### src/rtl/uart_pkg.sv
// uart_pkg: shared UART types, widths and the parity helper used by
// both the receive and transmit engines.
package uart_pkg;

   typedef enum logic [1:0] {
      ST_IDLE  = 2'd0,
      ST_START = 2'd1,
      ST_DATA  = 2'd2
   } rx_state_t;

   localparam int UART_K_W      = 19;
   localparam int UART_MAX_BITS = 11;

   // Even parity is the XOR of the data bits; odd is its inverse.
   // In 7-bit mode bit 7 is excluded.
   function automatic logic parity_calc(
      input logic [7:0] data,
      input logic       eight,
      input logic       odd
   );
      return (^{eight & data[7], data[6:0]}) ^ odd;
   endfunction

endpackage

### src/rtl/bit_time_counter.sv
// bit_time_counter: free-running count 0..tc, wrapping to 0 at terminal.
// Ports: clk, rst (sync active-low), clr, en, tc (terminal), done (count==tc).
module bit_time_counter
   import uart_pkg::*;
(
   input  logic                clk,
   input  logic                rst,
   input  logic                clr,
   input  logic                en,
   input  logic [UART_K_W-1:0] tc,
   output logic                done
);

   logic [UART_K_W-1:0] count;

   assign done = (count == tc);

   always_ff @(posedge clk) begin
      if (!rst) begin
         count <= '0;
      end else if (clr) begin
         count <= '0;
      end else if (en) begin
         count <= done ? '0 : count + 1'b1;
      end
   end

endmodule

### src/rtl/uart_receive.sv
// uart_receive: UART RX engine; start detect, mid-bit sampling, status.
// Ports: clk, rst (sync active-low), rx, eight, pen, ohel, k, read ->
//        rxrdy, rx_data, perr, ferr, ovf. Option: UART_RX_SYNC_EN.
module uart_receive
   import uart_pkg::*;
(
   input  logic                clk,
   input  logic                rst,
   input  logic                rx,
   input  logic                eight,
   input  logic                pen,
   input  logic                ohel,
   input  logic [UART_K_W-1:0] k,
   input  logic                read,
   output logic                rxrdy,
   output logic [7:0]          rx_data,
   output logic                perr,
   output logic                ferr,
   output logic                ovf
);

   logic rxs;

`ifdef UART_RX_SYNC_EN
   logic [1:0] sync_q;

   always_ff @(posedge clk) begin
      if (!rst) begin
         sync_q <= 2'b11;
      end else begin
         sync_q <= {sync_q[0], rx};
      end
   end

   assign rxs = sync_q[1];
`else
   assign rxs = rx;
`endif

   rx_state_t           state;
   logic [3:0]          bit_cnt;
   logic [9:0]          shift;
   logic                fin;
   logic [UART_K_W-1:0] tc;
   logic                cnt_clr;
   logic                btu;
   logic [3:0]          m;
   logic [3:0]          bit_nxt;

   // The detection edge in IDLE counts as tick 0 of the half bit, so
   // with k=0 or 1 the start bit is confirmed on that same edge.
   always_comb begin
      tc      = (state == ST_DATA) ? k : (k >> 1);
      cnt_clr = (state == ST_IDLE) && rxs;
   end

   bit_time_counter u_btc (
      .clk  (clk),
      .rst  (rst),
      .clr  (cnt_clr),
      .en   (1'b1),
      .tc   (tc),
      .done (btu)
   );

   assign m       = 4'd8 + {3'b000, eight} + {3'b000, pen};
   assign bit_nxt = bit_cnt + 4'd1;

   always_ff @(posedge clk) begin
      if (!rst) begin
         state   <= ST_IDLE;
         bit_cnt <= '0;
         shift   <= '1;
         fin     <= 1'b0;
      end else begin
         fin <= 1'b0;
         unique case (state)
            ST_IDLE: begin
               bit_cnt <= '0;
               if (!rxs) begin
                  state <= btu ? ST_DATA : ST_START;
               end
            end
            ST_START: begin
               if (btu) begin
                  state <= rxs ? ST_IDLE : ST_DATA;
               end
            end
            ST_DATA: begin
               if (btu) begin
                  shift   <= {rxs, shift[9:1]};
                  bit_cnt <= bit_nxt;
                  // Saturation guards against config changed mid-frame.
                  if (bit_nxt == m ||
                      bit_nxt >= 4'(UART_MAX_BITS)) begin
                     state <= ST_IDLE;
                     fin   <= 1'b1;
                  end
               end
            end
            default: state <= ST_IDLE;
         endcase
      end
   end

   logic [9:0] frame;
   logic [7:0] data_w;
   logic       par_rx;
   logic       stop_rx;
   logic       par_exp;

   always_comb begin
      frame   = shift >> (4'd10 - m);
      data_w  = eight ? frame[7:0] : {1'b0, frame[6:0]};
      par_rx  = frame[m - 4'd2];
      stop_rx = frame[m - 4'd1];
      par_exp = parity_calc(frame[7:0], eight, ohel);
   end

   // Completion beats a same-cycle read: fresh byte stays ready and
   // the overrun is not flagged because the old byte was consumed.
   always_ff @(posedge clk) begin
      if (!rst) begin
         rxrdy   <= 1'b0;
         rx_data <= '0;
         perr    <= 1'b0;
         ferr    <= 1'b0;
         ovf     <= 1'b0;
      end else if (fin) begin
         rxrdy   <= 1'b1;
         rx_data <= data_w;
         perr    <= pen & (par_rx ^ par_exp);
         ferr    <= ~stop_rx;
         ovf     <= rxrdy & ~read;
      end else if (read) begin
         rxrdy <= 1'b0;
         perr  <= 1'b0;
         ferr  <= 1'b0;
         ovf   <= 1'b0;
      end
   end

endmodule

### config.mk
export PLATFORM = sky130hd
export DESIGN_NAME = uart_receive
export DESIGN_NICKNAME = d
export VERILOG_FILES = /design/src/rtl/uart_pkg.sv /design/src/rtl/bit_time_counter.sv /design/src/rtl/uart_receive.sv
export SDC_FILE = /design/constraint.sdc
export NUM_CORES = 1
export LEC_CHECK = 0
export CORE_AREA = 2 2 77 135
export CTS_BUF_LIST = sky130_fd_sc_hd__clkbuf_8 sky130_fd_sc_hd__clkbuf_16
export DETAILED_ROUTE_END_ITERATION = 7
export DIE_AREA = 0 0 79 137
export GPL_ROUTABILITY_DRIVEN = 0
export GPL_TIMING_DRIVEN = 0
export HOLD_SLACK_MARGIN = 0.05
export SLEW_MARGIN = 20
export SYNTH_ARGS = -nofsm -noshare
export SYNTH_HDL_FRONTEND = slang
export SYNTH_SLANG_ARGS = --single-unit
### constraint.sdc
create_clock -name clk -period 3.5 [get_ports clk]
set_clock_uncertainty 0.15 [all_clocks]
set_input_delay 0.7 -clock clk [delete_from_list [all_inputs] [get_ports clk]]
set_output_delay 0.7 -clock clk [all_outputs]
set_load 0.02 [all_outputs]
==> key figures, run 1 <==
Power
  – Power density cells: 348.8 nW/um^2
  – Leakage power: 1.418 nW
  – NetSw: 0.2946 mW
  – Clk pwr share: 0.449
  – Maximum vdd drop: 165.5 uV
  – Seq pwr share: 0.434
  – Pint: about 1 mW
  – Combinational share of power: 0.117
  – Switching Share: 0.2309

Routing
  – Iter 0 DRT Violations: just under 70
  – Post-DR vias/cell: 4.900
  – DRC: 0
  – First-pass DRT Iterations: 4
  – DR WL/cell: 14.08 um
  – Post-route ant nets: 0
  – Vias post-DR: between 2000 and 2500
  – Routed WL: approximately 7100 um

Global route
  – M2 GR Usage: 0.2792
  – Antenna violations before repair: 0
  – Pin count of the biggest net entering global routing: 16
  – GR peak layer: met2
  – First-pass GRT wire length: 11850 um
  – Total gr overflow: 0
  – Grt met1 use: 0.1344
  – Vias in the first global route: roughly 2600
  – Met3 Use GR: 0.02375
  – Total GRT Usage: 0.1387

Clocking
  – TritonCTS clock tree: done
  – Clk Latency, worst-skew pair: approximately 0.29 ns
  – Clock slew at reported path FFs: approximately 0.07 ns
  – Clk root buf: clkbuf_16
  – CTS Hold Buffers Added: 0
  – CTS Sinks: 48
  – CTS Buf Count: 5
  – Max clock buf depth: 2
  – CTS H-tree lvls: 2

Worst setup path
  – Setup CP Type: input port to flip-flop
  – Crit start category: input port
  – Crit path DAT: 3.27 ns
  – Critical path fanouts, max: 10
  – Register-to-Register Path Depth: 10
  – Element type at the critical path end: flip-flop
  – Req. time, crit path: 3.52 ns

STA
  – Final period util: 0.9299
  – Slew @ Worst Pin: approximately 0.74 ns
  – Fmax: between 300 and 400 MHz
  – Headroom to the max-slew limit: 0.5061
  – Final setup viols: 0
  – Final slew viol count: 0
  – Fin. Hold Viols: 0
  – RSZ-0062 raised after global routing: false
  – Final min period: 3.255 ns

Yosys
  – Number of synthesized flops with an enable pin: 0
  – Adder-cell share of the synthesized area: 0.02543
  – Warning count from the yosys run: 0
  – Post-Syn Area: slightly below 3000 um^2
  – Yosys reg bits: 48
  – XOR/XNOR Fraction of Synth Area: 0.1484
  – Synthesized instance count: 333
  – Asr flop ratio synth: 0
  – Mapped Nets: 365
  – Post-synth cell types: 51
  – Post-synthesis compound-gate area fraction: 0.1111
  – Largest family of logic cells by synthesized area: simple AND/OR/NAND/NOR gates
  – Mux share of post-synthesis cell area: 0.1289
  – Sequential cell area fraction in the yosys report: 0.3256
  – Prevailing post-synth register cell: dfxtp_1
  – Simple-gate portion of the synthesized area: 0.2158
  – Syn Area/Cell: between 8 and 9 um^2

Cells and area
  – Ant. Diodes: 0
  – Commonest non-fill, non-tap cell in the layout: dfxtp_1
  – Nets: ~410
  – Share of layout cells above drive strength 1: 0.07162
  – Commonest cells after routing, fill and taps aside: dfxtp_1, mux2i_1, nor2_1, clkdlybuf4s50_1, xnor2_1
  – Final non-filler cell total: 502
  – Post-route design area: 3659 um^2
  – Area grow syn2layout: 23.95%

Floorplanning
  – Die area: 10820 um^2
  – Initial core utilization: 0.3034
  – Die height: 137 um
  – Num rows: 48
  – Ports: 38
  – Die Wd: 79 um
  – Core Region: 9729 um^2

Placement
  – IO Port Bufs: 36
  – Post-detail-place hpwl: 5473 um
  – DP Area: 3468 um^2
  – Cells after DPL: 494

Hold path
  – Hold Crit Depth: 2
  – Worst Hold Class: flip-flop to flip-flop

Job
  – Max_cap viols: 0

Status
  – Status: finished clean
power by group through the flow:
stage          sequential, mW  combinational, mW  clock, mW
3_5_place_dp            0.566              0.148          0
2_1_floorplan           0.564             0.0957          0
4_1_cts                 0.553              0.148      0.586
3_3_place_gp            0.566              0.146          0
6_report                0.553              0.150      0.573
5_1_grt                 0.554              0.164      0.604
stage by stage:
step / power (mW) / worst slack, ns / util / setup TNS, ns / hold slack [ns]
6_report: 1.276 / 0.2455 / 0.3760 / 0 / 0.3315
3_5_place_dp: 0.7141 / -0.1867 / 0.3565 / -0.2284 / 0.3238
5_1_grt: 1.322 / 0.02459 / 0.3760 / 0 / 0.3453
3_3_place_gp: 0.7125 / -0.1476 / 0.3565 / -0.1522 / 0.3173
2_1_floorplan: 0.6598 / 0.7175 / - / 0 / 0.2980
4_1_cts: 1.288 / 0.1031 / 0.3747 / 0 / 0.3339
synthesized netlist by cell type, drive strengths merged, types with 7 or more instances:
library cell / count / area, um^2
buf: 9 / 57.56
nand3: 12 / 60.06
xor2: 19 / 166.4
xnor2: 31 / 271.5
dfxtp: 48 / 960.9
nor2: 36 / 135.1
inv: 7 / 26.28
nor2b: 17 / 106.4
clkbuf: 13 / 48.80
nand2: 22 / 82.58
mux2i: 38 / 380.4
layout make-up:
class,count,area [um^2]
sequential,48,960.9
clock inverter,2,38.79
multi-input combinational,256,1868
fill,1049,6071
clock buffer,6,138.9
inverter,7,26.28
tap,125,156.4
buffer,22,108.9
timing repair buffer,36,360.3
cells by family after synthesis:
group	after synthesis
compound gates	42
xor+xnor	50
fa+ha+maj	6
buf+inv	29
flops	48
mux	38
simple gates	120
sequential cells by signal, indices dropped and copies added (netlist names):
name and cells:
u_btc.count 19, shift 10, rx_data 8, bit_cnt 4, state 2, ferr 1, fin 1, ovf 1
perr 1, rxrdy 1
layer usage:
layer / vias up / share of wire / routed length (um)
li1: 1242 / - / -
met1: 1141 / 0.38 / 2689
met2: 65 / 0.56 / 3952
met3: 12 / 0.037 / 263
met4: 0 / 0.023 / 160
met5: - / 0 / 0
final timing paths:
path,from,endpoint,slack [ns]
setup / recovery,eight,perr$_SDFFE_PN0P_,0.25
hold / removal,rx_data[5]$_SDFFE_PN0P_,rx_data[5]$_SDFFE_PN0P_,0.33
setup reg to reg,state[1]$_SDFFE_PN0P_,shift[0]$_SDFFE_PN1P_,0.63
hold reg to reg,rx_data[5]$_SDFFE_PN0P_,rx_data[5]$_SDFFE_PN0P_,0.33
worst max-delay path, cell delays in order:
cell and delay (ns):
clkdlybuf4s50_1 0.57, inv_1 0.12, ha_1 0.34, buf_1 0.38, nor3_1 0.12, a221oi_2 0.31, xor2_1 0.21, xnor2_1 0.15
xnor2_1 0.16, xnor2_1 0.14, o22ai_1 0.09
repair_timing:
action / CTS / global route
setup buffers: 0 / 0
resized for setup: 0 / 5
setup endpoints to repair: 0 / 2
Note: power is estimated with default switching activity, not from simulation.
==> run 2: changes to the inputs <==
--- a/config.mk
+++ b/config.mk
@@ -5,13 +5,17 @@
 export SDC_FILE = /design/constraint.sdc
 export NUM_CORES = 1
 export LEC_CHECK = 0
+export CELL_PAD_IN_SITES_DETAIL_PLACEMENT = 0
+export CELL_PAD_IN_SITES_GLOBAL_PLACEMENT = 1
 export CORE_AREA = 2 2 77 135
 export CTS_BUF_LIST = sky130_fd_sc_hd__clkbuf_8 sky130_fd_sc_hd__clkbuf_16
+export CTS_CLUSTER_SIZE = 10
 export DETAILED_ROUTE_END_ITERATION = 7
 export DIE_AREA = 0 0 79 137
 export GPL_ROUTABILITY_DRIVEN = 0
 export GPL_TIMING_DRIVEN = 0
 export HOLD_SLACK_MARGIN = 0.05
+export PLACE_DENSITY_LB_ADDON = 0.1
 export SLEW_MARGIN = 20
 export SYNTH_ARGS = -nofsm -noshare
 export SYNTH_HDL_FRONTEND = slang
==> run 2 against run 1 <==
  * Register-to-register slack got worse by 0.09 ns
  * Critical path depth is the same
  * Worst setup slack gained 0.038 ns
  * Fmax increased by 1.2%
  * Highest routed layer unchanged
  * Sequential cell count is the same
==> key figures, run 2 (synthesis gave the netlist of run 1 again) <==
Clocking
  – Clk Latency, worst-skew pair: 0.29 ns
  – Clk root buf: clkbuf_16
  – Max clock buf depth: 2
  – CTS H-tree lvls: 2
  – CTS Hold Buffers Added: 0
  – Clock slew at reported path FFs: about 0.060 ns
  – TritonCTS clock tree: done
  – CTS Sinks: 48
  – CTS Buf Count: 5

Cells and area
  – Max FFs per register: 19
  – Multi-input gate area: 1864 um^2
  – Nets: 407
  – Final non-filler cell total: 500
  – Commonest cells after routing, fill and taps aside: dfxtp_1, mux2i_1, nor2_1, clkdlybuf4s50_1, xnor2_1
  – Ant. Diodes: 0
  – Reg with most FFs: u_btc.count
  – Commonest non-fill, non-tap cell in the layout: dfxtp_1
  – Reg area: 960.9 um^2
  – Share of layout cells above drive strength 1: 0.06667
  – FILL cells: around 1100
  – Utilization after layout: 0.3709
  – Area grow syn2layout: 22.26%
  – Regs by FF count: u_btc.count: 19 flops, shift: 10 flops, rx_data: 8 flops
  – Post-route design area: 3608 um^2

Worst setup path
  – Element type at the critical path end: flip-flop
  – RR Endpoint: shift[3]$_SDFFE_PN1P_
  – CP cell instances: clkdlybuf4s50_1 -> inv_1 -> ha_1 -> clkbuf_1 -> mux2i_1 -> o22ai_1 -> xor2_1 -> xnor2_1 -> xnor2_1 -> xnor2_1 -> o22ai_1
  – Max incr delay on CP: 0.50 ns
  – Crit path max-delay family: buffers and inverters
  – Reg2reg setup slack: between 0.5 and 0.6 ns
  – Crit start category: input port
  – Register-to-Register Path Depth: 10
  – CP most frequent cell: xnor2_1
  – CP Buf/Inv Count: 3
  – Req. time, crit path: around 3.5 ns
  – Reg2reg start: state[1]$_SDFFE_PN0P_
  – Setup CP Type: input port to flip-flop
  – Crit path DAT: 3.23 ns
  – Critical path fanouts, max: 5
  – Slowest CP cell: clkdlybuf4s50_1

STA
  – Slew @ Worst Pin: 0.9106 ns
  – Headroom to the max-slew limit: 0.3882
  – Fin. Hold Viols: 0
  – RSZ-0062 raised after global routing: false
  – Setup TNS: 0 ns
  – Final slew viol count: 0
  – Final setup viols: 0
  – Final min period: 3.216 ns
  – Fmax: 310.9 MHz
  – Final period util: 0.9190

Floorplanning
  – Die area: 10820 um^2
  – Ports: 38
  – Die height: 137 um
  – Num rows: 48
  – Core Region: between 9000 and 10000 um^2
  – Initial core utilization: 0.3034
  – Die Wd: 79 um

Power
  – Maximum vdd drop: 177.7 uV
  – Power density cells: 324.1 nW/um^2
  – Leakage power: 1.404 nW

Routing
  – DR WL/cell: 15.76 um
  – First-pass DRT Iterations: 4
  – Post-route ant nets: 0
  – DRC: 0
  – Post-DR vias/cell: 4.906
  – Routed WL: 7879 um
  – Vias post-DR: roughly 2500
  – Iter 0 DRT Violations: between 40 and 50

Placement
  – Post-detail-place hpwl: 6287 um
  – Cells after DPL: slightly below 500
  – IO Port Bufs: 36
  – DP Area: ~3500 um^2

Global route
  – Vias in the first global route: 2527
  – Pin count of the biggest net entering global routing: 14
  – First-pass GRT wire length: about 13000 um
  – Total GRT Usage: 0.1544
  – Total gr overflow: 0
  – Antenna violations before repair: 0

Job
  – Max_cap viols: 0

Hold path
  – Worst Hold Class: flip-flop to flip-flop
  – Hold wc startpoint: rx_data[7]$_SDFFE_PN0P_
  – WHS Endpoint: rx_data[7]$_SDFFE_PN0P_
  – Hold Crit Depth: 2

Status
  – Status: finished clean
==> run 2: worst register-to-register path, stage by stage, from the launching register on <==
cell and delay, ns:
dfxtp_1 0.31, buf_4 0.17, nor2b_1 0.22, buf_2 0.28, nand2_1 0.10, xor2_1 0.13, o211ai_1 0.31, nor4b_2 0.64
nand3_1 0.13, buf_2 0.24, mux2i_1 0.15
==> run 2: through the flow <==
stage,hold WS [ns],worst slack [ns],power [mW]
2_1_floorplan,0.2980,0.7175,0.6598
3_3_place_gp,0.3125,-0.2972,0.7218
3_5_place_dp,0.3249,-0.3064,0.7214
4_1_cts,0.3362,0.02065,1.190
5_1_grt,0.3530,0.07271,1.220
6_report,0.3313,0.2836,1.169
==> run 2: cell type report <==
cell class | count | area share
inverters | 7 | 0.007282
well taps | 125 | 0.04334
clock inverters | 2 | 0.002427
plain buffers | 21 | 0.02947
flip-flops and latches | 48 | 0.2663
multi-input cells | 256 | 0.5166
repair buffers | 36 | 0.09986
clock buffers | 5 | 0.03467
==> run 2: worst max path at each step <==
stage               depth (start not counted)  startpoint           endpoint
floorplan                                  11       eight  perr$_SDFFE_PN0P_
global placement                           11       eight  perr$_SDFFE_PN0P_
detailed placement                         11       eight  perr$_SDFFE_PN0P_
CTS                                        12       eight  perr$_SDFFE_PN0P_
global route                               11       eight  perr$_SDFFE_PN0P_
finish                                     11       eight  perr$_SDFFE_PN0P_
==> run 2: what timing repair did <==
action,4_1_cts,5_1_grt
setup buffers,0,0
pin swaps,0,0
setup endpoints to repair,1,2
gates resized for setup,1,5
==> run 2: where the power goes <==
part | internal [mW] | switching (mW) | leakage, nW
logic | 0.0751 | 0.0784 | 0.946
clock network | 0.257 | 0.205 | 0.0709
registers | 0.549 | 0.00493 | 0.388
==> run 2: per-layer routing <==
| layer | GRT usage | up-vias | wire length [um] |
|---|---|---|---|
| met5 | 0 | - | 0 |
| met4 | 0.08238 | 0 | 337 |
| met3 | 0.02111 | 14 | 228 |
| met2 | 0.3159 | 56 | 4543 |
| met1 | 0.1401 | 1141 | 2769 |
| li1 | - | 1242 | - |
